--- config.mk ---
export PLATFORM = sky130hd
export DESIGN_NAME = fetch_unit
export DESIGN_NICKNAME = d
export VERILOG_FILES = /design/src/rtl/fetch_unit.sv
export SDC_FILE = /design/constraint.sdc
export NUM_CORES = 1
export LEC_CHECK = 0
export ABC_AREA = 1
export CORE_MARGIN = 8
export CORE_UTILIZATION = 41
export CTS_CLUSTER_DIAMETER = 30
export DETAILED_ROUTE_END_ITERATION = 6
export HOLD_SLACK_MARGIN = 0.06
export PLACE_DENSITY = 0.77
export SLEW_MARGIN = 0
export SYNTH_ARGS = -nofsm -noshare
export SYNTH_HDL_FRONTEND = slang
export SYNTH_SLANG_ARGS = --single-unit
--- constraint.sdc ---
create_clock -name clk -period 2.7 [get_ports clk]
set_clock_uncertainty 0.2 [all_clocks]
set_input_delay 0.54 -clock clk [delete_from_list [all_inputs] [get_ports clk]]
set_output_delay 0.54 -clock clk [all_outputs]
set_load 0.1 [all_outputs]
--- src/rtl/fetch_unit.sv ---
// fetch_unit: instruction-fetch stage.
// Owns the program counter, drives the instruction-memory byte address and
// latches the returned word into the IF/ID register. Handles stall,
// branch redirect with flush, end-of-program halt and misaligned-target trap.
module fetch_unit #(
  parameter int                ADDR_W   = 8,
  parameter logic [ADDR_W-1:0] RESET_PC = 8'h00,
  parameter logic [ADDR_W-1:0] PC_LIMIT = 8'h70,
  parameter int                CNT_W    = 16
) (
  input  logic              clk,
  input  logic              reset,
  input  logic              stall,
  input  logic              branch_taken,
  input  logic [ADDR_W-1:0] branch_target,
  output logic [ADDR_W-1:0] inst_address,
  input  logic [31:0]       instruction,
  output logic              if_id_valid,
  output logic [31:0]       if_id_instr,
  output logic [ADDR_W-1:0] if_id_pc,
  output logic [ADDR_W-1:0] if_id_pc4,
  output logic              halted,
  output logic              trap,
  output logic [CNT_W-1:0]  fetch_count
);

  localparam logic [31:0]       NOP     = 32'h00000013;
  localparam logic [ADDR_W-1:0] PC_STEP = ADDR_W'(4);

  typedef enum logic [1:0] {
    RUN  = 2'd0,
    HALT = 2'd1,
    TRAP = 2'd2
  } state_t;

  state_t            state, state_n;
  logic [ADDR_W-1:0] pc, pc_n;
  logic              valid_n;
  logic [31:0]       instr_n;
  logic [ADDR_W-1:0] ipc_n;
  logic [ADDR_W-1:0] ipc4_n;
  logic [CNT_W-1:0]  cnt_n;
  logic              target_aligned;

  assign inst_address   = pc;
  assign halted         = (state == HALT);
  assign trap           = (state == TRAP);
  assign target_aligned = (branch_target[1:0] == 2'b00);

  // Next-state and next-register values; branch beats stall, stall beats fetch
  always_comb begin
    state_n = state;
    pc_n    = pc;
    valid_n = if_id_valid;
    instr_n = if_id_instr;
    ipc_n   = if_id_pc;
    ipc4_n  = if_id_pc4;
    cnt_n   = fetch_count;
    case (state)
      RUN: begin
        if (branch_taken) begin
          valid_n = 1'b0;
          if (target_aligned) begin
            pc_n    = branch_target;
            instr_n = NOP;
          end else begin
            state_n = TRAP;
          end
        end else if (!stall) begin
          instr_n = instruction;
          ipc_n   = pc;
          ipc4_n  = pc + PC_STEP;
          valid_n = 1'b1;
          cnt_n   = fetch_count + CNT_W'(1);
          if (pc == PC_LIMIT) begin
            state_n = HALT;
          end else begin
            pc_n = pc + PC_STEP;
          end
        end
      end
      HALT: begin
        if (branch_taken) begin
          valid_n = 1'b0;
          if (target_aligned) begin
            pc_n    = branch_target;
            instr_n = NOP;
            state_n = RUN;
          end else begin
            state_n = TRAP;
          end
        end else if (!stall) begin
          valid_n = 1'b0;
        end
      end
      TRAP: begin
        valid_n = 1'b0;
      end
      default: begin
        state_n = RUN;
      end
    endcase
  end

  // State, PC, IF/ID and counter registers with asynchronous reset
  always_ff @(posedge clk or posedge reset) begin
    if (reset) begin
      state       <= RUN;
      pc          <= RESET_PC;
      if_id_valid <= 1'b0;
      if_id_instr <= NOP;
      if_id_pc    <= '0;
      if_id_pc4   <= '0;
      fetch_count <= '0;
    end else begin
      state       <= state_n;
      pc          <= pc_n;
      if_id_valid <= valid_n;
      if_id_instr <= instr_n;
      if_id_pc    <= ipc_n;
      if_id_pc4   <= ipc4_n;
      fetch_count <= cnt_n;
    end
  end

endmodule

==> out/results.txt, run 1 <==
Fin. Hold Viols = 0
Worst EP required = 1.96 ns
Clock root buffer = clkbuf_8
Main flop type after synthesis = dfrtp_1
Core Area = 8093 µm²
Share of cells above drive strength 1 = 0.2110
Clock sink count = 73
Max Cap Viol = 0
Routed Antenna Nets = 0
WL per Instance = 14.25 µm
Mapped Nets = 450
Synthesis warning total = 0
Clk Latency, worst-skew pair = 0.34 ns
Syn avg cell area = 8.402 µm²
Max_slew headroom = 0.6997
Final number of max-transition violations = 0
Highest clock rate = 455.2 MHz
P&R area growth vs syn = 40.36%
Register area share after synthesis = 0.5447
Die W = 106.5 µm
# diodes = 0
H-tree depth = 3
Hold path depth = 2
Dpl hpwl = 6.757 mm
Crit-path max cell delay = 0.41 ns
NumNets Final = 571
Hold_buf cts = 0
Clk buf depth = 2
Slew @ Worst Pin = 0.4497 ns
Setup ws final = 0.5030 ns
Gate Count Post-Synth = 400
Worst path cell trace = inv_1 -> ha_1 -> buf_4
Commonest cells in the synthesized netlist = 140 x nand2_1, 70 x dfrtp_1, 45 x nand3_1, 34 x inv_1, 28 x nor2_1
Critical Path Slowest Stage Cell = dfrtp_1
First-pass GRT wire length = 14.65 mm
CTS tree = built
TritonRoute pass-1 iters = 4
EDFF count, synth = 0
Synth area leader = dfrtp_1
GR Util All Layers = 0.1602
Critical Path End = halted
Antenna violations before repair = 0
Routed WL = 8.992 mm
GP Congestion = 0.9238
Type of origin of the critical path = flop
CTS buffer count = 9
Run status = complete, no violations
Synthesized flop and latch total = 73
Setup TNS Final = 0 ns
FF-to-FF End = if_id_instr[2]
IO Pins = 119
Number of global-route vias before repair = 3004
Vias = 3037
WS Path Type = flop to primary output
Period minus WS final = 2.197 ns
Data arrival, critical path = 1.46 ns
GR Overflow Total = 0
Final period util = 0.8137
# rows = 33
Final setup fails = 0
DR vias/cell = 4.813
Crit end category = primary output
Max FO, Critical Path = 5
RSZ-0062 raised after global routing = false
FFs w/ async S/R, synth = 1.000
Crit path launch = state[1]
1st-iter DRT viols = 139
Number of I/O port buffers = 118
Starting Density = 0.4153
DRC violations left = 0
Hold crit path type = flop to flop
Largest net degree at the start of global routing = 74
Most frequent cell after synthesis = nand2_1
Die ar. = 11350 µm²
Post-synth top area share = 0.5212
Pre-CTS setup slack = 0.2607 ns
Clk slew on worst S/H paths = 0.08 ns
Postcts setup bufs = 0
Die Ht = 106.5 µm
Post-Syn Area = 3361 µm²
Synth area leaders = dfrtp_1 52%, nand2_1 16%, nand3_1 6.7%
Worst reg-to-reg path cell count = 8
Number of library cell types mapped by synthesis = 28
R2r startpoint = state[1]
Post_cts resized = 0
FF-to-FF setup slack = 0.64 ns
==> per-layer routing <==
| metal | global-route usage | routed length (µm) |
|---|---|---|
| met2 | 0.2605 | 4317 |
| met4 | 0.03920 | 102 |
| met1 | 0.2006 | 3922 |
| met5 | 0 | 0 |
| met3 | 0.05384 | 650 |
==> cells in the final DEF (no fill, tap or decap) <==
cell             instances
ha_1                     6
xor2_1                   9
bufinv_16                2
nor2_2                   1
nor2_1                  28
inv_2                    3
nand2_2                  2
inv_1                   33
nor3_1                   2
dfrtp_1                 70
buf_4                   80
xnor2_1                  4
nand3_1                 45
a31oi_1                  1
buf_12                   1
nor2_4                   3
nand4_1                  2
nand3b_1                 2
dfstp_2                  3
a21oi_1                  8
nand2_1                140
nand3_2                  1
or2_2                    1
o22a_1                   3
and2_1                   1
clkbuf_8                13
clkdlybuf4s50_1         43
o21ai_0                 17
o22ai_1                  1
inv_6                    1
==> critical path: cells and delay by family (launching register included) <==
family / cells / cell delay [ns]
buffers and inverters: 2 / 0.45
DFF: 1 / 0.41
adders and majority gates: 1 / 0.26
==> area by class of cell <==
class	count	area [µm²]
inverters	36	135.1
flip-flops and latches	73	1831
well taps	105	131.4
clock buffers	13	178.9
repair buffers	124	1051
clock inverters	3	68.82
fillers	734	3376
multi-input cells	277	1321
==> sequential cells by signal, summed over array words and instances (netlist names) <==
| name | flops |
|---|---|
| if_id_instr | 32 |
| fetch_count | 16 |
| if_id_pc | 8 |
| inst_address | 8 |
| if_id_pc4 | 6 |
| state | 2 |
| if_id_valid | 1 |
==> worst min path at each step <==
stage / slack, ns / from / endpoint
floorplan: 0.27 / state[1] / state[1]
global placement: 0.26 / if_id_instr[13] / if_id_instr[13]
detailed placement: 0.26 / if_id_instr[17] / if_id_instr[17]
CTS: 0.28 / if_id_instr[17] / if_id_instr[17]
global route: 0.29 / if_id_instr[13] / if_id_instr[13]
finish: 0.28 / if_id_instr[17] / if_id_instr[17]
==> metrics by stage <==
| stage | util | area [µm²] | cells | hold WS (ns) |
|---|---|---|---|---|
| final | 0.5829 | 4717 | 631 | 0.2761 |
| after floorplan | - | 3361 | 400 | 0.2675 |
| after detailed placement | 0.5523 | 4469 | 615 | 0.2595 |
| after global routing | 0.5829 | 4717 | 631 | 0.2933 |
| after CTS | 0.5829 | 4717 | 631 | 0.2798 |
| after global placement | 0.5523 | 4469 | 615 | 0.2574 |
==> kinds of logic after synthesis <==
group | Yosys count | share of synthesized area
adder cells (fa/ha/maj) | 6 | 0.02234
flip-flops | 73 | 0.5447
AO/OA/AOI/OAI | 30 | 0.04878
buffers and inverters | 50 | 0.06366
XOR/XNOR | 13 | 0.03388
AND/OR/NAND/NOR | 228 | 0.2867
Power of run 1 is not shown: default switching activity piles up to over one toggle a cycle in this logic, so the estimate is an artifact.
==> inputs of run 2 (changes only) <==
==> constraint.sdc (replaced) <==
create_clock -name clk -period 1.9 [get_ports clk]
set_clock_uncertainty 0.2 [all_clocks]
set_input_delay 0.38 -clock clk [delete_from_list [all_inputs] [get_ports clk]]
set_output_delay 0.38 -clock clk [all_outputs]
set_load 0.1 [all_outputs]
==> out/results.txt, run 2 (synthesized netlist as in run 1, its figures left out) <==
GP Congestion = 0.7881
Most common cell after layout, fill and taps aside = nand2_1
TritonRoute pass-1 iters = 4
Placed Area = 5622 µm²
Run status = complete, no violations
Data arrival, critical path = 1.27 ns
Pre-CTS setup slack = -0.2067 ns
Hold_buf cts = 0
WS Path Type = flop to primary output
Max FO, Critical Path = 5
Core Area = 8093 µm²
Vias = 3160
RSZ-0062 raised after global routing = true
Final number of max-transition violations = 0
Share of cells above drive strength 1 = 0.2894
Hold crit path type = input port to asynchronous set/reset pin
Type of origin of the critical path = flop
Crit-path max cell delay = 0.42 ns
Number of global-route vias before repair = 3320
Slew @ Worst Pin = 0.3847 ns
Critical Path Slowest Stage Cell = dfrtp_1
Clock root buffer = clkbuf_8
IO Pins = 119
NumNets Final = 591
CTS tree = built
Final period util = 0.9757
GR Overflow Total = 0
Period minus WS final = 1.854 ns
CTS buffer count = 9
First-pass GRT wire length = 16.80 mm
Number of I/O port buffers = 118
Bufs and invs on worst path = 2
# fillers = 605
Starting Density = 0.4153
Crit end category = primary output
Clock sink count = 73
P&R area growth vs syn = 74.24%
# rows = 33
Dpl hpwl = 7.864 mm
Clk buf depth = 2
Max Cap Viol = 0
Clk slew on worst S/H paths = 0.08 ns
1st-iter DRT viols = 122
Final instance area = 5856 µm²
# diodes = 0
Clk Latency, worst-skew pair = 0.34 ns
Max_slew headroom = 0.7436
Worst hold slack = 0.2909 ns
Max FFs per register = 32
Largest net degree at the start of global routing = 74
Global-route met2 utilization = 0.3195
Die Ht = 106.5 µm
Routing usage on met1 = 0.2150
Die W = 106.5 µm
Grt met3 use = 0.06655
Routed WL = 10.12 mm
H-tree depth = 3
Worst path cell trace = inv_2 -> ha_4 -> buf_12
Top reg by flops = if_id_instr
Most frequent cells in the layout = 139 x nand2_1, 77 x buf_12, 50 x dfrtp_1
Crit path max-delay family = flip-flops
GR Util All Layers = 0.1855
Fin. Hold Viols = 0
Setup ws final = 0.04623 ns
DR vias/cell = 4.854
Worst EP required = 1.32 ns
Routed Antenna Nets = 0
Die ar. = 11350 µm²
Largest registers in the final layout = if_id_instr (32), fetch_count (16)
Highest clock rate = 539.4 MHz
Antenna violations before repair = 0
WL per Instance = 15.55 µm
Final setup fails = 0
GRT busiest layer = met2
DRC violations left = 0
## run 2: cell count changes in the layout (fill, tap and decap cells not counted), moves of 2 or more
| cell | delta |
|---|---|
| buf_12 | +76 |
| buf_4 | -57 |
| clkbuf_8 | -3 |
| clkinv_2 | +2 |
| clkinvlp_4 | +2 |
| dfrtp_1 | -20 |
| dfrtp_2 | +16 |
| dfrtp_4 | +4 |
| ha_1 | -3 |
| ha_4 | +2 |
| inv_1 | -2 |
## run 2: through the flow
stage	instances	utilization	setup TNS [ns]
4_1_cts	651	0.7209	0
5_1_grt	651	0.7236	-0.009838
3_5_place_dp	634	0.6947	-7.440
2_1_floorplan	400	-	-0.6349
6_report	651	0.7236	0
3_3_place_gp	634	0.6947	-5.294
## run 2: worst register-to-register path, cell delays in order (launching register included)
cell	delay (ns)
dfrtp_4	0.47
inv_1	0.08
ha_1	0.14
inv_1	0.05
nor3_2	0.17
nand3_1	0.19
buf_4	0.19
a21oi_1	0.14
nor2_1	0.06
## run 2: final cells by class
type	count	area, µm²	area share
clock buffer	11	141.4	0.02415
tap	105	131.4	0.02244
inverter	36	141.4	0.02415
multi-input combinational	277	1364	0.2329
timing repair buffer	144	2156	0.3682
sequential	73	1866	0.3186
clock inverter	5	56.30	0.009615
## run 2: worst paths after layout
path                                 startpoint         endpoint  slack [ns]  cells past startpoint
worst max register to register  inst_address[2]  inst_address[7]        0.10                      8
max in group asynchronous                 reset   if_id_instr[0]        0.86                      3
worst max-delay path                   state[1]           halted        0.05                      3
worst min register to register   fetch_count[5]   fetch_count[5]        0.32                      1
min in group clk                 fetch_count[5]   fetch_count[5]        0.32                      1
worst min-delay path                      reset   if_id_instr[2]        0.29                      3
## run 2: what timing repair did
| action | in CTS | in global routing |
|---|---|---|
| setup buffers | 1 | 0 |
| pin swaps | 1 | 0 |
| resized for setup | 2 | 4 |
| setup endpoints to repair | 36 | 41 |
## run 2: per-layer routing
layer	part of all wire	wire, µm
met1	0.42	4250
met2	0.51	5157
met3	0.062	627
met4	0.0084	85
met5	0	0
Power of run 2 is left out for the same reason.
==> inputs of run 3 (changes only) <==
--- a/config.mk
+++ b/config.mk
@@ -8,7 +8,7 @@
 export ABC_AREA = 1
 export CORE_MARGIN = 8
 export CORE_UTILIZATION = 41
-export CTS_CLUSTER_DIAMETER = 30
+export CTS_CLUSTER_SIZE = 25
 export DETAILED_ROUTE_END_ITERATION = 6
 export HOLD_SLACK_MARGIN = 0.06
 export PLACE_DENSITY = 0.77
==> results of run 3 <==
No change in the layout: final DEF, timing and power equal those of run 2.
Power of run 3 is left out for the same reason.
